`config.mk`:
```
export PLATFORM = sky130hd
export DESIGN_NAME = self_clean_ctrl
export DESIGN_NICKNAME = d
export VERILOG_FILES = /design/src/rtl/hood_pkg.sv /design/src/rtl/clean_tick_gen.sv /design/src/rtl/self_clean_ctrl.sv
export SDC_FILE = /design/constraint.sdc
export NUM_CORES = 1
export LEC_CHECK = 0
export CAP_MARGIN = 20
export CORE_MARGIN = 2
export CORE_UTILIZATION = 30
export CTS_CLUSTER_DIAMETER = 100
export DETAILED_ROUTE_END_ITERATION = 6
export SLEW_MARGIN = 40
export SYNTH_ARGS = -nofsm -noshare
export SYNTH_HDL_FRONTEND = slang
export SYNTH_SLANG_ARGS = --single-unit
```
`constraint.sdc`:
```
create_clock -name clk -period 4.17 [get_ports clk]
set_input_delay 0.417 -clock clk [delete_from_list [all_inputs] [get_ports clk]]
set_output_delay 0.417 -clock clk [all_outputs]
set_load 0.05 [all_outputs]
```
`src/rtl/hood_pkg.sv`:
```
// Shared types and constants for the range-hood self-clean sequencer.
// Holds the FSM state encoding, the BCD digit type and the seconds-to-MM:SS conversion.
package hood_pkg;

  typedef enum logic [1:0] {
    ST_IDLE     = 2'd0,
    ST_CLEANING = 2'd1,
    ST_PAUSED   = 2'd2,
    ST_FINISHED = 2'd3
  } clean_state_e;

  typedef logic [3:0] bcd_digit_t;

  // Elaboration-time conversion used only for the reset/reload display value.
  function automatic logic [15:0] sec_to_bcd(input int secs);
    int mins;
    int s;
    mins = secs / 60;
    s    = secs % 60;
    return {4'(mins / 10), 4'(mins % 10), 4'(s / 10), 4'(s % 10)};
  endfunction

endpackage

```
`src/rtl/clean_tick_gen.sv`:
```
// 1 Hz tick prescaler for the self-clean countdown: counts 0..CLK_HZ-1 and flags
// the terminal count; clr forces zero, hold freezes the count in place.
module clean_tick_gen #(
  parameter int CLK_HZ = 100_000_000
) (
  input  logic clk,
  input  logic rst,
  input  logic clr,
  input  logic hold,
  output logic tick
);

  localparam int PRE_W = (CLK_HZ > 1) ? $clog2(CLK_HZ) : 1;
  localparam logic [PRE_W-1:0] TC = PRE_W'(CLK_HZ - 1);

  logic [PRE_W-1:0] cnt_q;
  logic [PRE_W-1:0] cnt_d;

  always_comb begin
    cnt_d = cnt_q;
    if (clr) begin
      cnt_d = '0;
    end else if (!hold) begin
      cnt_d = (cnt_q == TC) ? '0 : cnt_q + 1'b1;
    end
  end

  always_ff @(posedge clk or posedge rst) begin
    if (rst) begin
      cnt_q <= '0;
    end else begin
      cnt_q <= cnt_d;
    end
  end

  assign tick = !clr && !hold && (cnt_q == TC);

endmodule

```
`src/rtl/self_clean_ctrl.sv`:
```
// Range-hood self-clean sequencer: start edge launches a fixed-length countdown shown as MM:SS BCD.
// Optional pause support is compiled in with the SELF_CLEAN_PAUSE_EN macro.
module self_clean_ctrl
  import hood_pkg::*;
#(
  parameter int CLK_HZ     = 100_000_000,
  parameter int CLEAN_SECS = 180,
  parameter int SEC_W      = 13
) (
  input  logic             clk,
  input  logic             rst,
  input  logic             is_on,
  input  logic             start_clean,
  input  logic             abort,
`ifdef SELF_CLEAN_PAUSE_EN
  input  logic             pause,
`endif
  output logic             cleaning,
  output logic             paused,
  output logic [SEC_W-1:0] remaining,
  output logic [15:0]      mmss_bcd,
  output logic             done
);

  localparam logic [SEC_W-1:0] RELOAD_SECS = SEC_W'(CLEAN_SECS);
  localparam logic [15:0]      RELOAD_BCD  = sec_to_bcd(CLEAN_SECS);

  // Seconds digit borrows 00 -> 59 and decrements minutes, all in place.
  function automatic logic [15:0] bcd_dec(input logic [15:0] v);
    bcd_digit_t m10, m1, s10, s1;
    {m10, m1, s10, s1} = v;
    if (s1 != 4'd0) begin
      s1 = s1 - 4'd1;
    end else begin
      s1 = 4'd9;
      if (s10 != 4'd0) begin
        s10 = s10 - 4'd1;
      end else begin
        s10 = 4'd5;
        if (m1 != 4'd0) begin
          m1 = m1 - 4'd1;
        end else begin
          m1  = 4'd9;
          m10 = m10 - 4'd1;
        end
      end
    end
    return {m10, m1, s10, s1};
  endfunction

  logic pause_w;
`ifdef SELF_CLEAN_PAUSE_EN
  assign pause_w = pause;
`else
  assign pause_w = 1'b0;
`endif

  clean_state_e     state_q, state_d;
  logic [SEC_W-1:0] remaining_q, remaining_d;
  logic [15:0]      mmss_q, mmss_d;
  logic             done_q, done_d;
  logic             cleaning_q, paused_q;
  logic             start_low_q;
  logic             start_rise;
  logic             tick_w;
  logic             kill;

  // start_low_q resets to 0 so a level already high out of reset is not an edge.
  assign start_rise = start_clean && start_low_q;
  assign kill       = !is_on || abort;

  clean_tick_gen #(
    .CLK_HZ(CLK_HZ)
  ) u_tick (
    .clk (clk),
    .rst (rst),
    .clr ((state_q != ST_CLEANING) && (state_q != ST_PAUSED)),
    .hold(state_q != ST_CLEANING),
    .tick(tick_w)
  );

  always_comb begin
    state_d     = state_q;
    remaining_d = remaining_q;
    mmss_d      = mmss_q;
    done_d      = 1'b0;
    case (state_q)
      ST_IDLE: begin
        remaining_d = RELOAD_SECS;
        mmss_d      = RELOAD_BCD;
        if (start_rise && !kill) begin
          state_d = ST_CLEANING;
        end
      end
      ST_CLEANING: begin
        if (kill) begin
          state_d     = ST_IDLE;
          remaining_d = RELOAD_SECS;
          mmss_d      = RELOAD_BCD;
        end else begin
          if (tick_w) begin
            if (remaining_q <= SEC_W'(1)) begin
              state_d     = ST_FINISHED;
              remaining_d = '0;
              mmss_d      = '0;
              done_d      = 1'b1;
            end else begin
              remaining_d = remaining_q - SEC_W'(1);
              mmss_d      = bcd_dec(mmss_q);
            end
          end
          if ((state_d == ST_CLEANING) && pause_w) begin
            state_d = ST_PAUSED;
          end
        end
      end
      ST_PAUSED: begin
        if (kill) begin
          state_d     = ST_IDLE;
          remaining_d = RELOAD_SECS;
          mmss_d      = RELOAD_BCD;
        end else if (!pause_w) begin
          state_d = ST_CLEANING;
        end
      end
      ST_FINISHED: begin
        if (!start_clean || !is_on) begin
          state_d     = ST_IDLE;
          remaining_d = RELOAD_SECS;
          mmss_d      = RELOAD_BCD;
        end
      end
      default: begin
        state_d     = ST_IDLE;
        remaining_d = RELOAD_SECS;
        mmss_d      = RELOAD_BCD;
      end
    endcase
  end

  always_ff @(posedge clk or posedge rst) begin
    if (rst) begin
      state_q     <= ST_IDLE;
      remaining_q <= RELOAD_SECS;
      mmss_q      <= RELOAD_BCD;
      done_q      <= 1'b0;
      cleaning_q  <= 1'b0;
      paused_q    <= 1'b0;
      start_low_q <= 1'b0;
    end else begin
      state_q     <= state_d;
      remaining_q <= remaining_d;
      mmss_q      <= mmss_d;
      done_q      <= done_d;
      cleaning_q  <= (state_d == ST_CLEANING) || (state_d == ST_PAUSED);
      paused_q    <= (state_d == ST_PAUSED);
      start_low_q <= !start_clean;
    end
  end

  assign cleaning  = cleaning_q;
  assign remaining = remaining_q;
  assign mmss_bcd  = mmss_q;
  assign done      = done_q;
`ifdef SELF_CLEAN_PAUSE_EN
  assign paused = paused_q;
`else
  assign paused = 1'b0;
`endif

endmodule

```
==> summary.md, run 1 <==
| Metric | Value |
|---|---|
| Outcome | finished clean |
| Rows | 40 |
| Post-synth EDFFs | 0 |
| DR WL/cell | 15.14 um |
| Fin cells | 577 |
| Crit Path Max Fanout | 15 |
| Area share of the largest cell type after synthesis | 0.3779 |
| Nets@finish | 444 |
| Setup WS pre-CTS | 1296 ps |
| Setup ws final | 1430 ps |
| IO buf count | 35 |
| Synth area leader | dfrtp_1 |
| Clock root cell | clkbuf_16 |
| Chip width | 114.2 um |
| Mapped Nets | 409 |
| Layout fillers | 1184 |
| Slew @ Worst Pin | 772.3 ps |
| Initial DRC Count | 232 |
| Via density | 5.395 |
| NetSw | 0.6707 mW |
| Final routed DRC violation total | 0 |
| Crit path kind | reg -> reg |
| Largest net degree at the start of global routing | 36 |
| CTS H-tree depth | 3 |
| Setup crit end kind | register |
| CTS Buffer Depth | 2 |
| Setup TNS Final | 0 ps |
| First-pass GRT wire length | 14630 um |
| Commonest non-fill, non-tap cell in the layout | dfrtp_1 |
| CTS Buf Count | 9 |
| CP delay by family, top | simple AND/OR/NAND/NOR gates |
| Hold buffer count at CTS | 0 |
| Combinational power share | 0.264 |
| Mapped Area | 3642 um^2 |
| Die Ht | 114.2 um |
| Placed cells | 561 |
| Hold Fails Final Rpt | 0 |
| Clock Sinks | 61 |
| Setup Buffers After CTS | 0 |
| Layout cells sized above 1 | 0.1186 |
| Yosys warns | 0 |
| Via count | 3113 |
| Synth cell types | 65 |
| # resized after CTS | 0 |
| RSZ-0062 raised after global routing | no |
| Initial antenna violation count | 0 |
| TritonCTS clock tree | yes |
| Bufs and invs on worst path | 1 |
| Seq cells post-synth | 61 |
| Total gr overflow | 0 |
| CP required | 4420 ps |
| Seq/Total Area, Yosys | 0.4212 |
| Slowest cell on crit path | nor4_1 |
| Sw Ratio | 0.3331 |
| Max Freq | 365.0 MHz |
| Initial Utilization | 0.3058 |
| Cells after synthesis | 390 |
| Post-synth ARST share | 1.000 |
| Worst min path class | in -> async |
| Final ANT Viol Nets | 0 |
| Number of diodes | 0 |
| Synth Flop Type | dfrtp_1 |
| Vias in the first global route | 2978 |
| Area after DPL | 4130 um^2 |
| Most frequent cells in the layout | dfrtp_1, nor2_1, clkdlybuf4s50_1, nand2_1, inv_1 |
| Num ports | 37 |
| Routed Wire Length | 8736 um |
| Power per cell area | 452.2 nW/um^2 |
| Ranking of synthesized cells by area | dfrtp_1, ha_1, dfstp_2, nor2_1, xor2_1 |
| Post-layout util | 0.3738 |
| Minimum clock period | 2740 ps |
| DIE AREA | 13040 um^2 |
| Core area | 11910 um^2 |
| Leakage dissipation | 1.853 nW |
| Worst EP arrival | 2990 ps |
| Sequential share of power | 0.342 |
| Final Skew | 7.910 ps |
| Maximum VDD drop | 0.1671 mV |
| Clk slew on worst S/H paths | 60 ps |
| Area growth, synth to finish | 22.26% |
| DRT Pass-1 Iters | 5 |
| Crit start category | register |
| Avg Inst Size Synth | 9.339 um^2 |
| Final GP Congestion | 0.8419 |
| CP peak stage delay | 670 ps |
| HPWL after DPL | 6321 um |
| Max-Cap Viols | 0 |
| Final setup fails | 0 |
| Worst hold slack | 479.2 ps |
| Final instance area | 4453 um^2 |
| Slew headroom | 0.4804 |
| Critical-path cell list | ha_1 -> nand3_1 -> nor4_1 -> a21oi_2 -> buf_4 -> or4_1 -> a21oi_1 |
| Worst skew pair latency | 330 ps |
| Pwr Total | 2.014 mW |
| Final Max Tran Viols | 0 |
| Int Pwr | 1.343 mW |
| Final period util | 0.6570 |
| GRT Total Usage | 0.1402 |
| Clock network power share | 0.393 |
[power by group through the flow]
stage               Combinational (mW)  Clock, mW  Sequential (mW)
finish                           0.532      0.792            0.690
global route                     0.586      0.838            0.697
CTS                              0.535      0.809            0.689
detailed placement               0.533          0            0.699
global placement                 0.528          0            0.698
floorplan                        0.303          0            0.780
[worst reg2reg max path, cell delays in order (launching register included)]
cell,delay [ps]
dfrtp_1,400
ha_1,230
nand3_1,130
nor4_1,670
a21oi_2,340
buf_4,280
or4_1,470
a21oi_1,150
[cells by family (layout without fill, tap and decap cells)]
kind of cell	after synthesis	count (layout)	share of synthesized area
XOR/XNOR	23	23	0.05531
multiplexers	6	6	0.01683
buffers and inverters	38	78	0.04775
adder cells (fa/ha/maj)	14	14	0.04809
AND/OR/NAND/NOR	166	166	0.2528
other	1	1	0.001030
flip-flops	61	61	0.4212
AO/OA/AOI/OAI	81	81	0.1570
[registers in the layout, indices dropped and copies added, names as in the netlist]
| name | flops |
|---|---|
| mmss_bcd | 16 |
| cleaning | 1 |
| state_q | 2 |
| start_low_q | 1 |
| u_tick.cnt_q | 27 |
| done | 1 |
| remaining | 13 |
[final timing paths]
| check | cells after the start | to | start | slack, ps |
|---|---|---|---|---|
| max | 7 | remaining[6] | u_tick.cnt_q[0] | 1430 |
| min | 2 | u_tick.cnt_q[13] | rst | 480 |
| max reg2reg | 7 | remaining[6] | u_tick.cnt_q[0] | 1430 |
| min reg2reg | 1 | u_tick.cnt_q[4] | u_tick.cnt_q[4] | 520 |
| max in group asynchronous | 3 | remaining[4] | rst | 2790 |
| min in group clk | 1 | u_tick.cnt_q[4] | u_tick.cnt_q[4] | 520 |
[cell usage after synthesis, drive strengths merged (3+ instances only)]
cell and count:
or3 4, clkbuf 12, a31oi 4, or2 5
inv 21, dfstp 6, nand2 27, a21o 5
o22ai 3, nand4 14, or3b 4, ha 14
a21oi 17, nor3b 3, dfrtp 55, and3 6
o41ai 5, xor2 15, nand3 11, or4 9
nor4 13, buf 4, mux2i 5, a211oi 5
o21ai 14, nor2 41, nand3b 4, o31ai 11
nor3 13, xnor2 8
[final cells by class]
class,count,area (um^2),area share
clock inverter,6,87.58,0.01967
clock buffer,10,229.0,0.05142
multi-input combinational,291,1944,0.4366
sequential,61,1534,0.3445
timing repair buffer,41,395.4,0.08879
tap,147,183.9,0.04130
inverter,21,78.83,0.01770
[metal layers]
metal,share of wire,vias to the layer above,wire length [um],GRT usage
li1,-,1507,-,-
met1,0.45,1505,3941,0.1799
met2,0.49,89,4275,0.2290
met3,0.045,12,395,0.03335
met4,0.014,0,124,0.05447
met5,0,-,0,0
(Power assumes the default switching activity.)
==> run 2: changes to the inputs <==
- clock period: 4.17 -> 2.22 ns (I/O delays scaled with it)
==> run 2 against run 1 <==
  * The flow now finishes with violations (negative setup slack)
  * Utilization is 6.1 points higher
  * Clock power increased by 58%
  * First-iteration DRC count decreased by 43%
  * Count of clock-buffer cells in the layout up 1
  * Clock skew is 1.4 ps higher
  * Maximum frequency grew 23%
  * Setup slack got worse by 1400 ps
  * Total power is 96% higher
  * Cell area rose by 16%
  * Non-clock buffer count increased by 71
  * Critical path type unchanged
  * Largest cell class unchanged
  * Highest routed layer unchanged
==> summary.md, run 2 (synthesized netlist as in run 1, its figures left out) <==
| Metric | Value |
|---|---|
| DR WL/cell | 15.29 um (+0.98%) |
| Final routed DRC violation total | 0 (unchanged) |
| Core area | 11910 um^2 (unchanged) |
| Crit Path Max Fanout | 13 (-2) |
| CTS Buf Count | 9 (unchanged) |
| Worst min path class | in -> async |
| Power per cell area | 760.4 nW/um^2 (+68%) |
| Most flops, register | u_tick.cnt_q |
| Setup ws final | -1.313 ps (-1432 ps) |
| Reg2Reg Depth | 6 (-1) |
| Final period util | 1.001 (+0.3436) |
| Nets@finish | 516 (+16%) |
| Crit path kind | reg -> reg |
| Worst EP arrival | 2450 ps (-540 ps) |
| Outcome | finished with violations |
| Number of diodes | 0 (unchanged) |
| Clock Sinks | 61 (unchanged) |
| Initial Utilization | 0.3058 (unchanged) |
| Final setup fails | 1 (+1) |
| CTS H-tree depth | 3 (unchanged) |
| R2r setup slk | -1 ps (-1430 ps) |
| Largest net degree at the start of global routing | 62 (+72%) |
| HPWL after DPL | 6976 um (+10%) |
| RSZ-0062 raised after global routing | yes |
| DRT Pass-1 Iters | 4 (-1) |
| Slew headroom | 0.6371 (+0.1567) |
| Leakage dissipation | 2.260 nW (+22%) |
| Pwr Total | 3.942 mW (+96%) |
| Max-Cap Viols | 0 (unchanged) |
| GRT Total Usage | 0.1546 (+0.01444) |
| Area after DPL | 4621 um^2 (+12%) |
| Final instance area | 5184 um^2 (+16%) |
| Via density | 5.291 (-1.9%) |
| Setup crit end kind | register |
| First-pass GRT wire length | 16020 um (+9.5%) |
| Die Ht | 114.2 um (unchanged) |
| CP required | 2450 ps (-1970 ps) |
| Minimum clock period | 2221 ps (-518.4 ps) |
| Routed Wire Length | 9922 um (+14%) |
| Worst skew pair latency | 330 ps (about the same) |
| Crit start category | register |
| Max Freq | 450.2 MHz (+23%) |
| Setup TNS Final | -1.313 ps (-1.313 ps) |
| Final GP Congestion | 0.9136 (+8.5%) |
| Failing checks | negative setup slack |
| Chip width | 114.2 um (unchanged) |
| Layout cells sized above 1 | 0.3147 (+0.1961) |
| Initial DRC Count | 133 (-43%) |
| Layout fillers | 1151 (-2.8%) |
| Critical Path End | mmss_bcd[1] |
| Max reg flops | 27 (unchanged) |
| Critical R2R Launch | u_tick.cnt_q[25] |
| R2R Path End | mmss_bcd[1] |
| Maximum VDD drop | 0.3221 mV (+93%) |
| TritonCTS clock tree | yes |
| Final ANT Viol Nets | 0 (unchanged) |
| Most frequent cells in the layout | buf_4, dfrtp_1, nor2_1, clkdlybuf4s50_1, nand2_1 |
| Crit path from | u_tick.cnt_q[25] |
| IO buf count | 35 (unchanged) |
| Num ports | 37 (unchanged) |
| Clock root cell | clkbuf_16 |
| Final Max Tran Viols | 0 (unchanged) |
| Slew @ Worst Pin | 540.2 ps (-232.2 ps) |
| Commonest non-fill, non-tap cell in the layout | buf_4 |
| DIE AREA | 13040 um^2 (unchanged) |
| Hold Fails Final Rpt | 0 (unchanged) |
| Clk slew on worst S/H paths | 60 ps (about the same) |
| Vias in the first global route | 3303 (+11%) |
| Total gr overflow | 0 (unchanged) |
| Rows | 40 (unchanged) |
| Initial antenna violation count | 0 (unchanged) |
| Final Skew | 9.333 ps (+1.423 ps) |
| Area growth, synth to finish | 42.32% |
| Via count | 3434 (+10%) |
| CTS Buffer Depth | 2 (unchanged) |
## run 2: cell count changes in the layout (fill, tap and decap cells not counted), sizes merged
cell,change
a21oi,+1
buf,+71
clkinv,+3
bufinv,-2
clkinvlp,-2
clkbuf,+1
## run 2: worst min path at each step
stage | depth (start not counted) | to
4_1_cts | 3 | u_tick.cnt_q[14]
3_5_place_dp | 1 | u_tick.cnt_q[4]
2_1_floorplan | 1 | start_low_q
6_report | 3 | u_tick.cnt_q[14]
5_1_grt | 3 | u_tick.cnt_q[14]
3_3_place_gp | 2 | remaining[4]
## run 2: repair_timing
| item | CTS | global route |
|---|---|---|
| resized for setup | 5 | 44 |
| pin swaps | 3 | 14 |
| hold buffers | 0 | 0 |
| setup buffers | 5 | 5 |
| setup endpoints to repair | 12 | 46 |
| gates cloned | 1 | 2 |
## run 2: through the flow
stage	setup slack, ps	hold slack [ps]	instances	util
2_1_floorplan	1.755	281.4	390	-
3_3_place_gp	-19.01	509.7	620	0.3879
3_5_place_dp	-101.6	514.8	620	0.3879
4_1_cts	-17.52	282.3	642	0.4162
5_1_grt	-100.1	332.2	649	0.4352
6_report	-1.313	268.4	649	0.4352
## run 2: routing by layer
metal | part of all wire | global-route usage
met5 | 0 | 0
met4 | 0.0094 | 0.04715
met3 | 0.042 | 0.03600
met2 | 0.51 | 0.2706
met1 | 0.43 | 0.1891
## run 2: critical path: stages, from the launching register on
cell and delay (ps):
dfrtp_1 370, or4_4 550, or4_4 550, o21ai_4 170
nand2_4 140, buf_4 160, o41ai_2 170
## run 2: final cells by class
class                           instances  area [um^2]  share of cell area
Clock buffer                           11        232.7             0.04489
Clock inverter                          5        27.53            0.005310
Inverter                               21        78.83             0.01521
Multi-Input combinational cell        292         2153              0.4154
Sequential cell                        61         1540              0.2971
Tap cell                              147        183.9             0.03548
Timing Repair Buffer                  112        967.2              0.1866
## run 2: power breakdown
| group | internal, mW | switching, mW | total [mW] |
|---|---|---|---|
| clock | 0.747 | 0.502 | 1.25 |
| sequential | 1.20 | 0.0550 | 1.26 |
| combinational | 0.607 | 0.830 | 1.44 |
